==> src/rtl/hazard_pkg.sv <==
// Shared types and helpers for the pipeline hazard/forwarding controller.
package hazard_pkg;

  typedef enum logic [2:0] {
    FWD_PC8_M = 3'b000,
    FWD_ALU_M = 3'b001,
    FWD_RES_W = 3'b010,
    FWD_RF    = 3'b011
  } fwd_sel_t;

  typedef enum logic [1:0] {
    SRC_PC8 = 2'b00,
    SRC_ALU = 2'b01,
    SRC_MEM = 2'b10
  } src_t;

  localparam logic [1:0] TUSE_NONE = 2'd3;

  typedef struct packed {
    logic [4:0] a3;
    logic [1:0] tnew;
    src_t       src;
  } stage_tag_t;

  localparam stage_tag_t TAG_BUBBLE = '{a3: 5'd0, tnew: 2'd0, src: SRC_PC8};

  function automatic logic [1:0] tnew_dec(input logic [1:0] t);
    return (t == 2'd0) ? 2'd0 : t - 2'd1;
  endfunction

  // Producer in a stage will not have its value ready by the time the reader needs it.
  function automatic logic late_hit(input logic [4:0] r, input logic [1:0] tuse,
                                    input stage_tag_t t);
    return (r != 5'd0) && (t.a3 == r) && (tuse != TUSE_NONE) && (t.tnew > tuse);
  endfunction

  // M wins over W; an M hit is only taken once its value exists (tnew == 0).
  function automatic fwd_sel_t fwd_select(input logic [4:0] r, input stage_tag_t m,
                                          input stage_tag_t w);
    fwd_sel_t sel;
    sel = FWD_RF;
    if (r != 5'd0 && m.a3 == r && m.tnew == 2'd0)
      sel = (m.src == SRC_PC8) ? FWD_PC8_M : FWD_ALU_M;
    else if (r != 5'd0 && w.a3 == r)
      sel = FWD_RES_W;
    return sel;
  endfunction

endpackage

==> src/rtl/md_busy_tracker.sv <==
// Mult/div occupancy countdown; loads the latency when an op advances into E.
module md_busy_tracker
  import hazard_pkg::*;
#(
  parameter int unsigned MULT_LAT = 5,
  parameter int unsigned DIV_LAT  = 10,
  parameter int unsigned CNT_W    = 4
) (
  input  logic clk,
  input  logic reset,
  input  logic issue,
  input  logic is_div,
  output logic md_start_e,
  output logic md_busy
);

  logic [CNT_W-1:0] cnt;

  always_ff @(posedge clk or posedge reset) begin
    if (reset) begin
      cnt        <= '0;
      md_start_e <= 1'b0;
    end else begin
      md_start_e <= issue;
      if (issue)
        cnt <= is_div ? CNT_W'(DIV_LAT) : CNT_W'(MULT_LAT);
      else if (cnt != '0)
        cnt <= cnt - CNT_W'(1);
    end
  end

  assign md_busy = (cnt != '0);

endmodule

==> src/rtl/hazard_ctrl.sv <==
// Central stall/forwarding controller for the 5-stage pipeline; tracks destination
// tags through E, M and W and owns the mult/div busy interlock.
module hazard_ctrl
  import hazard_pkg::*;
#(
  parameter int unsigned MULT_LAT = 5,
  parameter int unsigned DIV_LAT  = 10,
  parameter int unsigned CNT_W    = 4
) (
  input  logic       clk,
  input  logic       reset,
  input  logic [4:0] rs_D,
  input  logic [4:0] rt_D,
  input  logic [1:0] tuse_rs_D,
  input  logic [1:0] tuse_rt_D,
  input  logic [4:0] a3_D,
  input  logic [1:0] tnew_D,
  input  logic [1:0] src_D,
  input  logic       md_start_D,
  input  logic       md_div_D,
  input  logic       md_use_D,
  output logic       stall,
  output logic [2:0] FSelRS_D,
  output logic [2:0] FSelRT_D,
  output logic [2:0] FSel1_E,
  output logic [2:0] FSel2_E,
  output logic       FSelWD_M,
  output logic       md_busy
);

  stage_tag_t tag_d, tag_e, tag_m, tag_w;
  logic [4:0] rs_e, rt_e, rt_m;
  logic       md_start_e;
  logic       issue;

  assign tag_d = '{a3: a3_D, tnew: tnew_D, src: src_t'(src_D)};

  always_ff @(posedge clk or posedge reset) begin
    if (reset) begin
      tag_e <= TAG_BUBBLE;
      tag_m <= TAG_BUBBLE;
      tag_w <= TAG_BUBBLE;
      rs_e  <= '0;
      rt_e  <= '0;
      rt_m  <= '0;
    end else begin
      if (stall) begin
        tag_e <= TAG_BUBBLE;
        rs_e  <= '0;
        rt_e  <= '0;
      end else begin
        tag_e <= tag_d;
        rs_e  <= rs_D;
        rt_e  <= rt_D;
      end
      tag_m <= '{a3: tag_e.a3, tnew: tnew_dec(tag_e.tnew), src: tag_e.src};
      rt_m  <= rt_e;
      tag_w <= '{a3: tag_m.a3, tnew: 2'd0, src: tag_m.src};
    end
  end

  // md_start_e covers the edge where the counter is loading but not yet visible as busy.
  always_comb begin
    stall = 1'b0;
    if (late_hit(rs_D, tuse_rs_D, tag_e) || late_hit(rs_D, tuse_rs_D, tag_m) ||
        late_hit(rt_D, tuse_rt_D, tag_e) || late_hit(rt_D, tuse_rt_D, tag_m))
      stall = 1'b1;
    if ((md_busy || md_start_e) && (md_use_D || md_start_D))
      stall = 1'b1;
  end

  assign FSelRS_D = fwd_select(rs_D, tag_m, tag_w);
  assign FSelRT_D = fwd_select(rt_D, tag_m, tag_w);
  assign FSel1_E  = fwd_select(rs_e, tag_m, tag_w);
  assign FSel2_E  = fwd_select(rt_e, tag_m, tag_w);
  assign FSelWD_M = (rt_m != 5'd0) && (tag_w.a3 == rt_m);

  assign issue = md_start_D && !stall;

  md_busy_tracker #(
    .MULT_LAT(MULT_LAT),
    .DIV_LAT (DIV_LAT),
    .CNT_W   (CNT_W)
  ) u_md_busy (
    .clk       (clk),
    .reset     (reset),
    .issue     (issue),
    .is_div    (md_div_D),
    .md_start_e(md_start_e),
    .md_busy   (md_busy)
  );

endmodule

==> config.mk <==
export PLATFORM = sky130hd
export DESIGN_NAME = hazard_ctrl
export DESIGN_NICKNAME = d
export VERILOG_FILES = /design/src/rtl/hazard_pkg.sv /design/src/rtl/md_busy_tracker.sv /design/src/rtl/hazard_ctrl.sv
export SDC_FILE = /design/constraint.sdc
export NUM_CORES = 1
export LEC_CHECK = 0
export BUFFER_PORTS_ARGS = -buffer_cell sky130_fd_sc_hd__buf_4
export CELL_PAD_IN_SITES_DETAIL_PLACEMENT = 1
export CELL_PAD_IN_SITES_GLOBAL_PLACEMENT = 2
export CORE_UTILIZATION = 38
export CTS_CLUSTER_DIAMETER = 150
export DETAILED_ROUTE_END_ITERATION = 12
export PLACE_DENSITY_LB_ADDON = 0.1
export RECOVER_POWER = 25
export SYNTH_ARGS = -nofsm -noshare
export SYNTH_HDL_FRONTEND = slang
export SYNTH_HIERARCHICAL = 1
export SYNTH_SLANG_ARGS = --single-unit
==> constraint.sdc <==
create_clock -name clk -period 7.1 [get_ports clk]
set_clock_uncertainty 0.15 [all_clocks]
set_input_delay 0.355 -clock clk [delete_from_list [all_inputs] [get_ports clk]]
set_output_delay 0.355 -clock clk [all_outputs]
set_load 0.03 [all_outputs]
After elaboration in Yosys (flattened, before gate mapping)

Cells that the tools add are included.

Muxes and demuxes: 18
Equal/unequal tests: 13
Reductions and logical operators: 41
$add $sub $neg: 2
$lt $le $gt $ge: 4

Operators with widths:

| cell                                             | number |
|---|---|
| == test 5 bit                                    | 11 |
| logical AND 1 bit                                | 25 |
| nonzero test 5 bit                               | 5 |
| 2-to-1 mux 4 bit                                 | 3 |
| 2-to-1 mux 2 bit                                 | 5 |
| 2-to-1 mux 5 bit                                 | 2 |
| 2-to-1 mux 9 bit                                 | 1 |
| greater-than comparator 2 bit                    | 4 |
| 2-to-1 mux 1 bit                                 | 7 |
| logical NOT 2 bit                                | 3 |
| logical OR 1 bit                                 | 5 |
| inequality test 2 bit, second input constant     | 2 |
| nonzero test 4 bit                               | 1 |
| subtractor 4 x 1 -> 4 bit, second input constant | 1 |
| nonzero test 2 bit                               | 1 |
| subtractor 2 x 1 -> 2 bit, second input constant | 1 |
| logical NOT 1 bit                                | 1 |

Register bits: 43
Output and inout port bits: 15

Depth between registers and ports, before layout

Word-level depth: 12
Mapped depth: 10
Gate-level depth less buffers: 9

Modules after synthesis

Netlist, hierarchy kept.

Modules (own cells, without submodules):

| module          | cells each | area an instance (µm²) | instances | seq. area each (µm²) |
|---|---|---|---|---|
| hazard_ctrl     | 238        | 2311.0                 | 1         | 950.9 |
| md_busy_tracker | 23         | 265.3                  | 1         | 125.1 |

Worst setup path after synthesis

Ideal clock, no wire load.

Path kind: reg2out
From: register u_md_busy.cnt[0]
To: output port stall
Data required time: 6595 ps
Stages on the path, launching flop included: 7
Path buffers: 0
Slack: 4767 ps
Arrival: 1828 ps
Cells stage by stage: dfrtp_1 > inv_1 > ha_1 > nor3b_4 > inv_1 > o22ai_1 > or3b_1

Cells in the longest elaborated chain, start to end: 4

Ends and longest elaborated chain:

| item                   | line                  | source |
|---|---|---|
| start, declared        | md_busy_tracker.sv:17 | `logic [CNT_W-1:0] cnt;` |
| start signal, assigned | md_busy_tracker.sv:26 | `cnt <= is_div ? CNT_W'(DIV_LAT) : CNT_W'(MULT_LAT);` |
| start signal, assigned | md_busy_tracker.sv:28 | `cnt <= cnt - CNT_W'(1);` |
| nonzero test 4 bit     | md_busy_tracker.sv:32 | `assign md_busy = (cnt != '0);` |
| named net md_busy      | hazard_ctrl.sv:28     | `output logic md_busy` |
| logical OR 1 bit       | hazard_ctrl.sv:68     | `if ((md_busy \|\| md_start_e) && (md_use_D \|\| md_start_D))` |
| logical AND 1 bit      | hazard_ctrl.sv:68     |  |
| 2-to-1 mux 1 bit       | hazard_ctrl.sv:68     |  |
| end, declared          | hazard_ctrl.sv:22     | `output logic stall,` |

The timed path passes the listed nets, and every way through them passes these cells.

Final worst setup path

From: register tag_m[3] (netlist name)
To: output port stall

Cells in the longest elaborated chain, start to end: 7

Ends and longest elaborated chain:

| item                          | line              | source |
|---|---|---|
| start, declared               | hazard_ctrl.sv:31 | `stage_tag_t tag_d, tag_e, tag_m, tag_w;` |
| start signal, assigned        | hazard_ctrl.sv:56 | `tag_m <= '{a3: tag_e.a3, tnew: tnew_dec(tag_e.tnew), src: tag_e.src};` |
| greater-than comparator 2 bit | hazard_pkg.sv:34  | `return (r != 5'd0) && (t.a3 == r) && (tuse != TUSE_NONE) && (t.tnew > tuse);` |
| logical AND 1 bit             | hazard_pkg.sv:34  |  |
| logical OR 1 bit (2 in a row) | hazard_ctrl.sv:65 | `if (late_hit(rs_D, tuse_rs_D, tag_e) \|\| late_hit(rs_D, tuse_rs_D, tag_m) \|\|` |
| logical OR 1 bit (*)          | hazard_ctrl.sv:66 | `late_hit(rt_D, tuse_rt_D, tag_e) \|\| late_hit(rt_D, tuse_rt_D, tag_m))` |
| 2-to-1 mux 1 bit (*)          | hazard_ctrl.sv:65 |  |
| 2-to-1 mux 1 bit (*)          | hazard_ctrl.sv:68 |  |

Every way passes the cells marked *; elsewhere a longest branch is shown, timed or not.

==> results.md <==
* Status: finished, violations left
* Violated checks: DRC
* Clk_lat worst skew at 290 ps
* Share of cells above drive strength 1 at 19.4%
* DR pass1 iterations at 8
* Layout Area Growth over Synthesis at 13.4%
* CP arrival at 2510 ps
* Pwr/cell area at approximately 280 mW/mm2
* Most used DFF post-synth: dfrtp_1
* Remaining global-route overflow at 0
* Area taken by multi-input logic gates at about 0.0013 mm2
* CP Class: reg -> out
* Commonest non-fill, non-tap cell in the layout: dfrtp_1
* Post-Layout Cell Count at around 370
* Worst slew pin tran at between 900 and 1000 ps
* Total GRT Usage at 18.9%
* Maximum vdd drop at 0.165 mV
* DP Worst Slack at ~4300 ps
* Worst Hold Class: in -> reg
* Pin count of the biggest net entering global routing at 39
* Register area at roughly 0.0011 mm2
* CTS Buf Count at 5
* Post-route minimum period at around 3000 ps
* Number of flops mapped to enable cells by yosys at 0
* Fmax at 332 MHz
* Final net count at 326
* Async SR Flop Fraction at 100%
* Via count at 1876
* H-tree depth at 2
* I/O Pins at 43
* Slew HR at between 30 and 40%
* Post-CTS Setup Inserts at 0
* Final Hold Vio Count at 0
* M1 GR Usage at approximately 25%
* Startpoint types: flop
* Buffer depth of the longest clock path at 2
* Register clock-pin slew on the reported worst setup and hold paths at 80 ps
* DP HPWL at 4.62 mm
* Setup TNS Final at 0 ps
* Grt peak-use layer: met2
* Layout fillers at 774
* Met2 Track Usage GR at a little under a third
* Static leakage at 1.41 nW
* RSZ-0062 raised after global routing: false
* Critical-path maximum fanout at 21
* PostCTS Resize Cnt at 0
* WL/cell at 16.5 um
* Syn. warnings at 6
* Worst EP required at 6590 ps
* Fin. max-slew vios at 0
* Syn Inst Count at 261
* DR iter-0 viols at 41
* Via density at 5.13
* Remaining DRCs at 4
* Commonest non-fill, non-tap cells in the layout: dfrtp_1 (43), buf_4 (39), xor2_1 (31)
* Mapped Avg Cell Area at 9.87 um2
* Core ar. at 0.00646 mm2
* CTS Sinks at 43
* Antenna cells at 0
* Final core utilization at between 40% and 50%
* CTS tree: built
* Final Cycle Share at approximately 42%
* Max-cap viol count at 0
* Global-route wire length before repair at 10.4 mm
* Post-CTS Hold Buffers at 1
* Row cnt at 29
* Tot Pwr at 825 uW
* Post-route cell area at 0.00292 mm2
* FF+latch count, synth at 43
* Die Ht at 84.3 um
* ANT nets after route at 0
* I/O Buffers at 38
* Clock root buffer: clkbuf_8
* Die area at 0.00711 mm2
* Cell variety after synth at 42
* Final setup fails at 0
* Cell Area, Synth at between 0.002 and 0.003 mm2
* Die width at 84.3 um
* Worst setup EP type: output pin
* Initial Util at roughly 40%
* Area after DPL at ~0.0028 mm2
* Routability cong. at 0.786
* Total wire length at 6.05 mm
* Setup ws final at 4090 ps
* Hold Slack at between 100 and 150 ps
* Sequential-to-total area share from yosys stat at roughly two fifths
* Vias in the first global route at just over 2k
* Placed Cells incl. Taps at 357
* Initial antenna violation count at 0
* Met3 usage at roughly 3.3%
cell families (layout without fill, tap and decap cells):
kind of cell / count (synthesis) / in the layout / synth area share, %
flip-flops: 43 / 43 / 41.8
AND/OR/NAND/NOR: 92 / 92 / 19.2
multiplexers: 3 / 3 / 1.21
buffers and inverters: 35 / 60 / 7.77
other: 1 / 4 / 0.146
AO/OA/AOI/OAI: 21 / 21 / 6.02
adder cells (fa/ha/maj): 10 / 10 / 4.86
XOR/XNOR: 56 / 56 / 19.0
cell usage after synthesis, drive strengths merged (5+ instances only):
cell	count	area, um2
nor3	29	170
nand4	5	31.3
dfrtp	43	1080
nor2	10	37.5
inv	11	41.3
ha	10	125
clkbuf	11	47.5
nor4	5	31.3
xnor2	25	219
xor2	31	272
buf	13	111
nand3	5	25.0
nand2	24	90.1
where the power goes:
part           switching (mW)  internal, mW  leakage (nW)
combinational           0.170         0.150         0.797
sequential             0.0630         0.292         0.569
clock                  0.0818        0.0687        0.0412
state kept, by name (all words and copies together) (netlist names):
name and cells:
tag_e 9, tag_m 9, rs_e 5, rt_e 5, rt_m 5, tag_w 5, u_md_busy/cnt 4, u_md_busy/md_start_e 1
worst max-delay path, stage by stage (launching register included):
cell	delay [ps]
dfrtp_1	440
ha_1	320
a21oi_1	70
a211o_1	270
o22ai_2	720
or3b_1	230
buf_4	150
per-layer routing:
metal	part of all wire (%)	vias to the layer above
li1	-	917
met1	49	913
met2	47	40
met3	3.2	6
met4	1.2	0
met5	0	-
final timing paths:
kind / cells past startpoint / slack [ps] / end / startpoint
setup / recovery: 6 / 4090 / stall / tag_m[3]
hold / removal: 3 / 130 / tag_e[1] / src_D[1]
setup reg to reg: 8 / 4390 / u_md_busy/cnt[3] / tag_e[3]
hold reg to reg: 0 / 200 / tag_m[0] / tag_e[0]
max in group asynchronous: 4 / 5890 / tag_m[3] / reset
min in group asynchronous: 3 / 360 / u_md_busy/md_start_e / reset
layout make-up:
class                   instances  area share, %
clock inverters                 2          0.428
multi-input cells             186           44.9
inverters                      11           1.41
flip-flops and latches         43           36.8
well taps                      77           3.30
repair buffers                 41           10.6
clock buffers                   6           2.49
No activity file was read; power rests on OpenSTA's default activity.
